===== config.mk =====
export PLATFORM = sky130hd
export DESIGN_NAME = sensor_conditioner
export DESIGN_NICKNAME = d
export VERILOG_FILES = /design/src/rtl/sensor_conditioner.sv
export SDC_FILE = /design/constraint.sdc
export NUM_CORES = 1
export LEC_CHECK = 0
export CORE_ASPECT_RATIO = 1.25
export CORE_MARGIN = 2
export CORE_UTILIZATION = 25
export DETAILED_ROUTE_END_ITERATION = 10
export HOLD_SLACK_MARGIN = 0.12
export PLACE_DENSITY_LB_ADDON = 0.12
export SYNTH_ARGS = -nofsm -noshare
export SYNTH_HDL_FRONTEND = slang
export SYNTH_SLANG_ARGS = --single-unit

===== constraint.sdc =====
create_clock -name clk -period 2.3 [get_ports clk]
set_clock_uncertainty 0.15 [all_clocks]
set_input_delay 0.345 -clock clk [delete_from_list [all_inputs] [get_ports clk]]
set_output_delay 0.345 -clock clk [all_outputs]
set_load 0.1 [all_outputs]

===== src/rtl/sensor_conditioner.sv =====
// sensor_conditioner: front-end for the reservoir level controller.
// Synchronises and debounces the three raw float-sensor lines. Only legal
// thermometer codes (000/001/011/111) reach s. An illegal code that persists
// is reported as a sensor fault, and s is forced to SAFE_CODE until the fault
// is cleared.
module sensor_conditioner #(
    parameter int         DEBOUNCE_CYCLES = 4,      // stable cycles before a debounced bit changes (>=2)
    parameter int         FAULT_CYCLES    = 8,      // illegal cycles before FAULT (>=2)
    parameter logic [3:1] SAFE_CODE       = 3'b000  // s value driven while in FAULT
) (
    input  logic       clk,
    input  logic       reset,      // asynchronous, active-low
    input  logic [3:1] raw_s,
    input  logic       fault_clr,
    output logic [3:1] s,
    output logic       s_changed,
    output logic       fault,
    output logic       fault_lat
);

    localparam int CW = $clog2(DEBOUNCE_CYCLES);
    localparam int IW = $clog2(FAULT_CYCLES);

    typedef enum logic [1:0] {
        ST_TRACK = 2'd0,  // following the debounced code
        ST_HOLD  = 2'd1,  // illegal code seen, s frozen, counting
        ST_FAULT = 2'd2   // illegal code persisted, s forced safe
    } state_t;

    state_t          state;
    logic [3:1]      sy1;
    logic [3:1]      sy2;
    logic [3:1]      deb;
    logic [CW-1:0]   cnt [1:3];
    logic [IW-1:0]   inv_cnt;
    logic            code_legal;

    // Two-flop synchroniser on each raw sensor line.
    always_ff @(posedge clk or negedge reset) begin
        if (!reset) begin
            sy1 <= 3'b000;
            sy2 <= 3'b000;
        end else begin
            sy1 <= raw_s;
            sy2 <= sy1;
        end
    end

    // Per-bit debounce: a bit changes only after DEBOUNCE_CYCLES consecutive
    // disagreeing samples. A sample that matches deb restarts the count.
    always_ff @(posedge clk or negedge reset) begin
        if (!reset) begin
            deb <= 3'b000;
            for (int i = 1; i <= 3; i++) begin
                cnt[i] <= '0;
            end
        end else begin
            for (int i = 1; i <= 3; i++) begin
                if (sy2[i] == deb[i]) begin
                    cnt[i] <= '0;
                end else if (cnt[i] == CW'(DEBOUNCE_CYCLES - 1)) begin
                    deb[i] <= sy2[i];
                    cnt[i] <= '0;
                end else begin
                    cnt[i] <= cnt[i] + 1'b1;
                end
            end
        end
    end

    // Thermometer-code legality of the debounced code.
    assign code_legal = (deb == 3'b000) || (deb == 3'b001) ||
                        (deb == 3'b011) || (deb == 3'b111);

    // Level FSM: s, s_changed, fault and fault_lat are all registered here.
    // s moves on the same edge as the state transition that produces it.
    always_ff @(posedge clk or negedge reset) begin
        if (!reset) begin
            state     <= ST_TRACK;
            inv_cnt   <= '0;
            s         <= 3'b000;
            s_changed <= 1'b0;
            fault     <= 1'b0;
            fault_lat <= 1'b0;
        end else begin
            s_changed <= 1'b0;
            case (state)
                ST_TRACK: begin
                    if (!code_legal) begin
                        state     <= ST_HOLD;
                        inv_cnt   <= IW'(1);
                        fault     <= 1'b1;
                        fault_lat <= 1'b0;
                    end else begin
                        fault     <= 1'b0;
                        fault_lat <= 1'b0;
                        if (deb != s) begin
                            s         <= deb;
                            s_changed <= 1'b1;
                        end
                    end
                end
                ST_HOLD: begin
                    if (code_legal) begin
                        state     <= ST_TRACK;
                        inv_cnt   <= '0;
                        s         <= deb;
                        s_changed <= (deb != s);
                        fault     <= 1'b0;
                        fault_lat <= 1'b0;
                    end else if (inv_cnt == IW'(FAULT_CYCLES - 1)) begin
                        state     <= ST_FAULT;
                        s         <= SAFE_CODE;
                        s_changed <= (SAFE_CODE != s);
                        fault     <= 1'b1;
                        fault_lat <= 1'b1;
                    end else begin
                        inv_cnt   <= inv_cnt + 1'b1;
                        fault     <= 1'b1;
                        fault_lat <= 1'b0;
                    end
                end
                ST_FAULT: begin
                    // Leaving needs both an explicit clear and a legal code.
                    if (fault_clr && code_legal) begin
                        state     <= ST_TRACK;
                        inv_cnt   <= '0;
                        s         <= deb;
                        s_changed <= (deb != s);
                        fault     <= 1'b0;
                        fault_lat <= 1'b0;
                    end else begin
                        s         <= SAFE_CODE;
                        fault     <= 1'b1;
                        fault_lat <= 1'b1;
                    end
                end
                default: begin
                    state     <= ST_TRACK;
                    inv_cnt   <= '0;
                    s         <= 3'b000;
                    s_changed <= (s != 3'b000);
                    fault     <= 1'b0;
                    fault_lat <= 1'b0;
                end
            endcase
        end
    end

endmodule

[Yosys cells after proc, flatten, opt, wreduce, memory -nomap -nowiden]
Index checks and enable logic that the tools add are counted.
W data, S select, Z words.
Storage, ports and cells
  register bits: 26
  logic and storage cells: 88
  output and inout bits: 6
Operators by class
  bitwise logic cells: 3
  equality and inequality tests: 19
  mux-type cells: 34
  add/sub/neg operators: 4
  reductions and logical operators: 14
Operator list (count)
  $mux W3: 9
  $mux W2: 10
  $pmux W3 S3: 2
  $mux W1: 9
  $reduce_and A3 Y1: 3
  $eq A2 B2 Y1 const B: 4
  $ne A2 B2 Y1 const B: 4
  $add A2 B1 Y2 const B: 3
  $eq A3 B3 Y1 const B: 2
  $ne A3 B3 Y1 const B: 2
  $pmux W2 S3: 1
  $reduce_and A2 Y1: 3
  $pmux W1 S2: 2
  $add A3 B1 Y3 const B: 1
  $eq A1 B1 Y1: 3
  $eq A3 B1 Y1 const B: 1
  $eq A3 B2 Y1 const B: 1
  $logic_not A3 Y1: 1
  $logic_or A1 B1 Y1: 3
  $ne A3 B3 Y1: 1
  $not A1 Y1: 3
  $pmux W1 S3: 1
  $reduce_bool A3 Y1: 1
  $eq A2 B1 Y1 const B: 1
  3 further kinds: 3

[Logic depth before layout (Yosys ltp)]
Gate-level depths: netlist (run 1).
  depth after elaboration: 7
  mapped depth: 7
  mapped depth without buffers: 6

[Worst setup path before layout (run 1)]
OpenSTA, ideal clock, no wires.
  path kind: flip-flop to flip-flop
  from: register s[2] in the netlist's numbering
  to: register s[2] in the netlist's numbering
  setup time: 0.129 ns
  data arrival time: 2.098 ns
  data required time: 2.021 ns
  buffers on the path: 0
  slack: -0.077 ns
  cell stages (with the launch flop): 5
  path through: dfrtp_1 -> or3b_1 -> a211o_1 -> a31oi_4 -> mux2_1
Between the ends
  longest elaborated chain between the ends: 3
Ends and longest elaborated chain
  from (decl): RTL line 15  | output logic [3:1] s,
  from (signal assigned): RTL line 81  | s <= 3'b000;
  from (signal assigned): RTL line 98  | s <= deb;
  from (signal assigned): RTL line 107  | s <= deb;
  $ne A3 B3 Y1: RTL line 97  | if (deb != s) begin
  $ne A2 B2 Y1 (no line)
  $reduce_and A3 Y1 (no line)
Every way passes these cells.
A chain may end at the register's enable or synchronous reset.

[Worst setup path in the final report (run 1)]
  from: register inv_cnt[0]
  to: register s[2] in the netlist's numbering
Between the ends
  longest elaborated chain between the ends: 3
Ends and longest elaborated chain
  from (decl): RTL line 35  | logic [IW-1:0] inv_cnt;
  from (signal assigned): RTL line 118  | inv_cnt <= inv_cnt + 1'b1;
  $eq A3 B3 Y1: RTL line 111  | end else if (inv_cnt == IW'(FAULT_CYCLES - 1)) begin
  $ne A3 B3 Y1 (no line)
  $reduce_and A3 Y1 (no line)
  to (signal assigned): RTL line 107
  to (signal assigned): RTL line 113  | s <= SAFE_CODE;
  to (signal assigned): RTL line 128  | s <= deb;
Every way passes these cells.

==> results of run 1 <==
[cell usage after synthesis (2+ instances only)]
cell / count
a211oi_1: 3
a21o_1: 3
a21oi_1: 7
a31oi_1: 2
and4_1: 2
clkbuf_1: 4
dfrtp_1: 26
ha_1: 9
inv_1: 7
mux2_1: 2
nand2_1: 6
nor2_1: 2
nor2b_1: 5
nor3_1: 5
o21ai_0: 9
o21ai_1: 3
o22ai_1: 2
xnor2_1: 3
[power by group]
group	switching (W)	total, W	internal [W]
sequential	0.000110	0.000711	0.000601
clock	0.000150	0.000383	0.000233
combinational	0.000675	0.00105	0.000372
[logic make-up (layout without fill, tap and decap cells)]
kind of cell	count (synthesis)	count (layout)	share of synthesized area
compound gates	38	38	0.193
xor+xnor	3	3	0.0202
fa+ha+maj	9	9	0.0866
buf+inv	12	25	0.0404
flops	26	26	0.500
mux	4	4	0.0337
simple gates	29	29	0.125
[layer usage]
metal  GRT usage  up-vias  part of all wire
met1       0.126      480              0.46
met4      0.0491        0             0.030
met3      0.0255        9             0.041
li1            -      468                 -
met2       0.156       20              0.47
met5           0        -                 0
[cells in the final DEF, fill, tap and decap left out, types with 3 or more instances in the layout]
cell type	instances
a211oi_1	3
a21o_1	3
clkbuf_8	3
clkdlybuf4s50_1	5
ha_1	9
o21ai_1	3
inv_1	7
buf_4	9
o21ai_0	9
a21oi_1	7
nor3_1	5
nor2b_1	5
nand2_1	6
xnor2_1	3
dfrtp_1	25
[cell type report]
type,instances,area share
clock buffers,3,0.0268
repair buffers,14,0.0763
multi-input cells,83,0.387
inverters,7,0.0170
flip-flops and latches,26,0.423
well taps,62,0.0503
clock inverters,1,0.0195
[final timing paths]
check,slack [ns],to
min in group asynchronous,0.27,fault_lat
setup / recovery,0.24,s[2]
hold reg to reg,0.21,sy2[3]
max in group asynchronous,1.44,s[2]
setup reg to reg,0.24,s[2]
hold / removal,0.21,sy2[3]
[stage by stage]
| step | hold WS [ns] | setup WS [ns] | util | cells | power (W) |
|---|---|---|---|---|---|
| after detailed placement | 0.185 | 0.280 | 0.291 | 192 | 0.00178 |
| final | 0.205 | 0.237 | 0.306 | 196 | 0.00214 |
| after CTS | 0.209 | 0.245 | 0.306 | 196 | 0.00217 |
| after global routing | 0.219 | 0.0686 | 0.306 | 196 | 0.00231 |
| after floorplan | -0.101 | 0.108 | - | 121 | 0.00154 |
| after global placement | 0.184 | 0.311 | 0.291 | 192 | 0.00178 |
[state kept, by name, indices dropped and copies added (netlist names)]
register / count
deb: 3
sy2: 3
cnt: 6
fault_lat: 1
sy1: 3
state: 2
fault: 1
s: 3
s_changed: 1
inv_cnt: 3
==> out/qor.csv, run 1 <==
stage,metric,value,unit
synth,async_flop_share,1.00,
critical_path,cp-end-kind,flip-flop,
drt,vias_per_cell,4.98,
timing,hold_viol,0,
global_route,grt_use_total,0.100,
timing,finalCriticalPeriod,2.06,ns
run_status,status,"complete, no violations",
place,io_buffer_count,11,
synth,syn_inst,121,
synth,yosysSeqAreaShare,0.500,
critical_path,start_kind,flip-flop,
drt,first_pass_iters,4,
critical_path,critPathLaunch,inv_cnt[0],
critical_path,max_stage_delay,0.44,ns
critical_path,path_depth,6,
critical_path,rr_worst_depth,6,
power_and_ir_drop,pwr_density_cell,1390,nW/um^2
drt,drc,0,
drt,via_count,977,
clocking,root_buffer,clkbuf_8,
synth,ys.flop_type,dfrtp_1,
clocking,clk_path_buf_depth,2,
drt,ant_nets,0,
min_path,worstHoldStart,sy1[3],
floorplanning,die_y,84.6,microns
place,dp_hpwl,1840,microns
drt,wl_per_cell,12.7,microns
synth,synth_edf_count,0,
critical_path,critical_path_class,flip-flop to flip-flop,
layout,multi_input_area,597,sq um
critical_path,crit_slowest_cell,dfrtp_1,
power_and_ir_drop,p_leak,0.687,nW
clocking,clk_latency,0.28,ns
synth,yosys-top-cells-area,"dfrtp_1 50%, ha_1 8.7%, o21ai_0 3.5%, a21oi_1 2.7%, nor2b_1 2.4%",
min_path,whs_path_depth,0,
job,cap_violations,0,
synth,synth_top_area_share,0.500,
floorplanning,core.rowCount,29,
layout,drive_gt1_frac,0.119,
layout,seqCellArea,652,sq um
layout,n_fill_cell,509,
floorplanning,dieWidth,68.5,microns
clocking,cts_tree,yes,
timing,fmax,485,MHz
timing,finalMaxSlewViolations,0,
global_route,grt_pass1_wl,4460,microns
synth,avgSynthCellArea,10.7,sq um
critical_path,path_delay_family,adder cells,
drt,drtIter0Drc,47,
timing,final.period_utilization,0.897,
place,gp_congestion,0.764,
floorplanning,die_area,5800,sq um
critical_path,crit_buf_inv,1,
clocking,cts_sinks,26,
timing,relSlewSlack,0.709,
clocking,ctsHoldBuffers,0,
critical_path,critPathRequiredTime,2.30,ns
global_route,overflow,0,
critical_path,r2r_start,inv_cnt[0],
timing,tightest_slew,0.435,ns
clocking,cts.repair.resized,0,
synth,ys_ff_latch,26,
timing,setup_viol,0,
synth,yosysUniqueCellTypes,39,
layout,final_cell_area,1540,sq um
global_route,antenna_found_initial,0,
place,post_dp_cell_area,1470,sq um
synth,yosysWarnings,0,
timing,setup-tns-final,0,ns
clocking,htreeDepth,1,
critical_path,crit_path_max_fanout,6,
drt,wirelength,2490,microns
floorplanning,pin_count,12,
critical_path,path_common_cell,ha_1,
synth,synth_nets,136,
layout,num_antenna_cells,0,
critical_path,path_cells,ha_1 -> ha_1 -> inv_1 -> a41oi_1 -> a31oi_4 -> mux2_1,
power_and_ir_drop,ir_drop,0.665,mV
synth,syn-cell-area,1300,sq um
clocking,post_cts_buffers,0,
min_path,hp-class,flip-flop to flip-flop,
global_route,grt_max_degree,27,
floorplanning,initial_core_util,0.258,
global_route,grt_pass1_vias,1000,
clocking,clk_pin_slew,0.10,ns
timing,rsz0062_at_grt,false,
clocking,cts_buffers,3,
layout,finalNetCount,150,
critical_path,crit_arrival,2.07,ns
synth,yosys.area.top_type,dfrtp_1,
floorplanning,coreArea,5040,sq um
layout,area_delta_synth_final,18.6,%
Note: power is estimated with default switching activity, not from simulation.
==> run 2: changes to the inputs <==
--- a/config.mk
+++ b/config.mk
@@ -7,7 +7,7 @@
 export LEC_CHECK = 0
 export CORE_ASPECT_RATIO = 1.25
 export CORE_MARGIN = 2
-export CORE_UTILIZATION = 25
+export CORE_UTILIZATION = 55
 export DETAILED_ROUTE_END_ITERATION = 10
 export HOLD_SLACK_MARGIN = 0.12
 export PLACE_DENSITY_LB_ADDON = 0.12
==> out/qor.csv, run 2 (synthesized netlist as in run 1, its figures left out) <==
stage,metric,value,unit,change
run_status,status,"complete, no violations",,unchanged
timing,setup-tns-final,0,ns,unchanged
floorplanning,dieWidth,47.5,microns,was 68.5 microns
global_route,grt_use_total,0.209,,was 0.100
power_and_ir_drop,pwr_density_cell,1360,nW/um^2,was 1390 nW/um^2
layout,finalNetCount,149,,was 150
place,dp_hpwl,1690,microns,was 1840 microns
global_route,grt_pass1_vias,970,,was 1000
timing,finalMaxSlewViolations,0,,unchanged
drt,vias_per_cell,5.78,,was 4.98
clocking,cts_buffers,3,,unchanged
drt,top_layer_used,met4,,unchanged
drt,dr_wl_met3,70,microns,was 102 microns
critical_path,critPathRequiredTime,2.36,ns,was 2.30 ns
clocking,htreeDepth,1,,unchanged
floorplanning,coreArea,2210,sq um,was 5040 sq um
timing,setup_viol,0,,unchanged
place,gp_congestion,0.882,,was 0.764
critical_path,start_kind,flip-flop,,unchanged
global_route,grt_pass1_wl,4190,microns,was 4460 microns
min_path,hp-class,input port to async pin,,was flip-flop to flip-flop
timing,relSlewSlack,0.671,,was 0.709
floorplanning,die_y,58.4,microns,was 84.6 microns
drt,ant_nets,0,,unchanged
clocking,ctsHoldBuffers,0,,unchanged
clocking,root_buffer,clkbuf_4,,was clkbuf_8
layout,drive_gt1_frac,0.113,,was 0.119
clocking,post_cts_buffers,0,,unchanged
place,placed_cells,160,,was 192
critical_path,critPathLaunch,deb[2],,was inv_cnt[0]
layout,area_delta_synth_final,12.3,%,was 18.6%
drt,first_pass_iters,7,,was 4
timing,fmax,491,MHz,was 485 MHz
drt,route.met2.wl,1140,microns,was 1160 microns
layout,largest_reg_flops,6,,unchanged
global_route,overflow,0,,unchanged
floorplanning,die_area,2770,sq um,was 5800 sq um
critical_path,cp-end-kind,flip-flop,,unchanged
critical_path,crit_path_max_fanout,9,,was 6
clocking,cts_tree,yes,,unchanged
layout,layoutNonFillerInstCount,164,,was 196
layout,top_register,cnt,,unchanged
critical_path,r2r_start,deb[2],,was inv_cnt[0]
layout,seqCellArea,652,sq um,unchanged
layout,final_common_cell,dfrtp_1,,unchanged
floorplanning,pin_count,12,,unchanged
timing,finalCriticalPeriod,2.04,ns,was 2.06 ns
drt,met1_length,1080,microns,was 1150 microns
power_and_ir_drop,p_leak,0.667,nW,was 0.687 nW
timing,hold_viol,0,,unchanged
clocking,clk_latency,0.32,ns,was 0.28 ns
layout,final_cell_mix,"25 x dfrtp_1, 9 x o21ai_0, 9 x ha_1",,"was 25 x dfrtp_1, 9 x o21ai_0, 9 x ha_1, 9 x buf_4"
clocking,clk_path_buf_depth,2,,unchanged
layout,num_antenna_cells,0,,unchanged
clocking,clk_pin_slew,0.13,ns,was 0.10 ns
global_route,grt_max_degree,27,,unchanged
clocking,cts_sinks,26,,unchanged
timing,tightest_slew,0.492,ns,was 0.435 ns
power_and_ir_drop,ir_drop,0.862,mV,was 0.665 mV
floorplanning,initial_core_util,0.588,,was 0.258
drt,drtIter0Drc,10,,was 47
global_route,antenna_found_initial,0,,unchanged
drt,wl_per_cell,14.2,microns,was 12.7 microns
drt,wirelength,2330,microns,was 2490 microns
drt,via_count,948,,was 977
timing,rsz0062_at_grt,false,,unchanged
job,cap_violations,0,,unchanged
layout,n_fill_cell,186,,was 509
layout,multi_input_area,597,sq um,unchanged
clocking,cts.repair.resized,0,,unchanged
floorplanning,core.rowCount,19,,was 29
place,io_buffer_count,11,,unchanged
critical_path,critical_path_class,flip-flop to flip-flop,,unchanged
critical_path,crit_arrival,2.10,ns,was 2.07 ns
drt,drc,0,,unchanged
timing,final.period_utilization,0.886,,was 0.897
power_and_ir_drop,total_power,0.00198,W,was 0.00214 W
==> run 2: worst paths after layout <==
path                            slack, ns     end  cells after the start
worst max-delay path                 0.26    s[2]                      4
worst min-delay path                 0.22  cnt[4]                      2
worst max register to register       0.26    s[2]                      4
worst min register to register       0.22  sy2[1]                      0
max in group asynchronous            1.51    s[2]                      2
min in group clk                     0.22  sy2[1]                      0
==> run 2: stage by stage <==
step                area [sq um]  hold WS, ns  worst slack [ns]  utilization
finish                      1460        0.216             0.262        0.660
global route                1460        0.236             0.189        0.660
CTS                         1460        0.217             0.257        0.660
detailed placement          1420        0.188             0.293        0.644
global placement            1420        0.185             0.317        0.644
floorplan                   1300       -0.101             0.108            -
==> run 2: layout make-up <==
class / count / area share
sequential: 26 / 0.446
multi-input combinational: 83 / 0.409
inverter: 7 / 0.0180
timing repair buffer: 13 / 0.0754
tap: 31 / 0.0266
clock buffer: 4 / 0.0249
==> run 2: metal layers <==
metal  vias up  track usage
met5         -            0
met1       467        0.279
met4         0       0.0873
met2        17        0.326
met3         4       0.0399
li1        460            -
==> run 2: critical path, stage by stage (launching register included) <==
cell     delay, ns
dfrtp_1       0.49
or3b_1        0.40
a211o_1       0.34
a31oi_4       0.21
mux2_1        0.34
==> run 2: power breakdown <==
| group | switching [W] | leakage (nW) | total (W) | internal (W) |
|---|---|---|---|---|
| combinational | 0.000666 | 0.320 | 0.00103 | 0.000363 |
| sequential | 0.000127 | 0.326 | 0.000727 | 0.000600 |
| clock | 0.000127 | 0.0210 | 0.000224 | 0.0000968 |
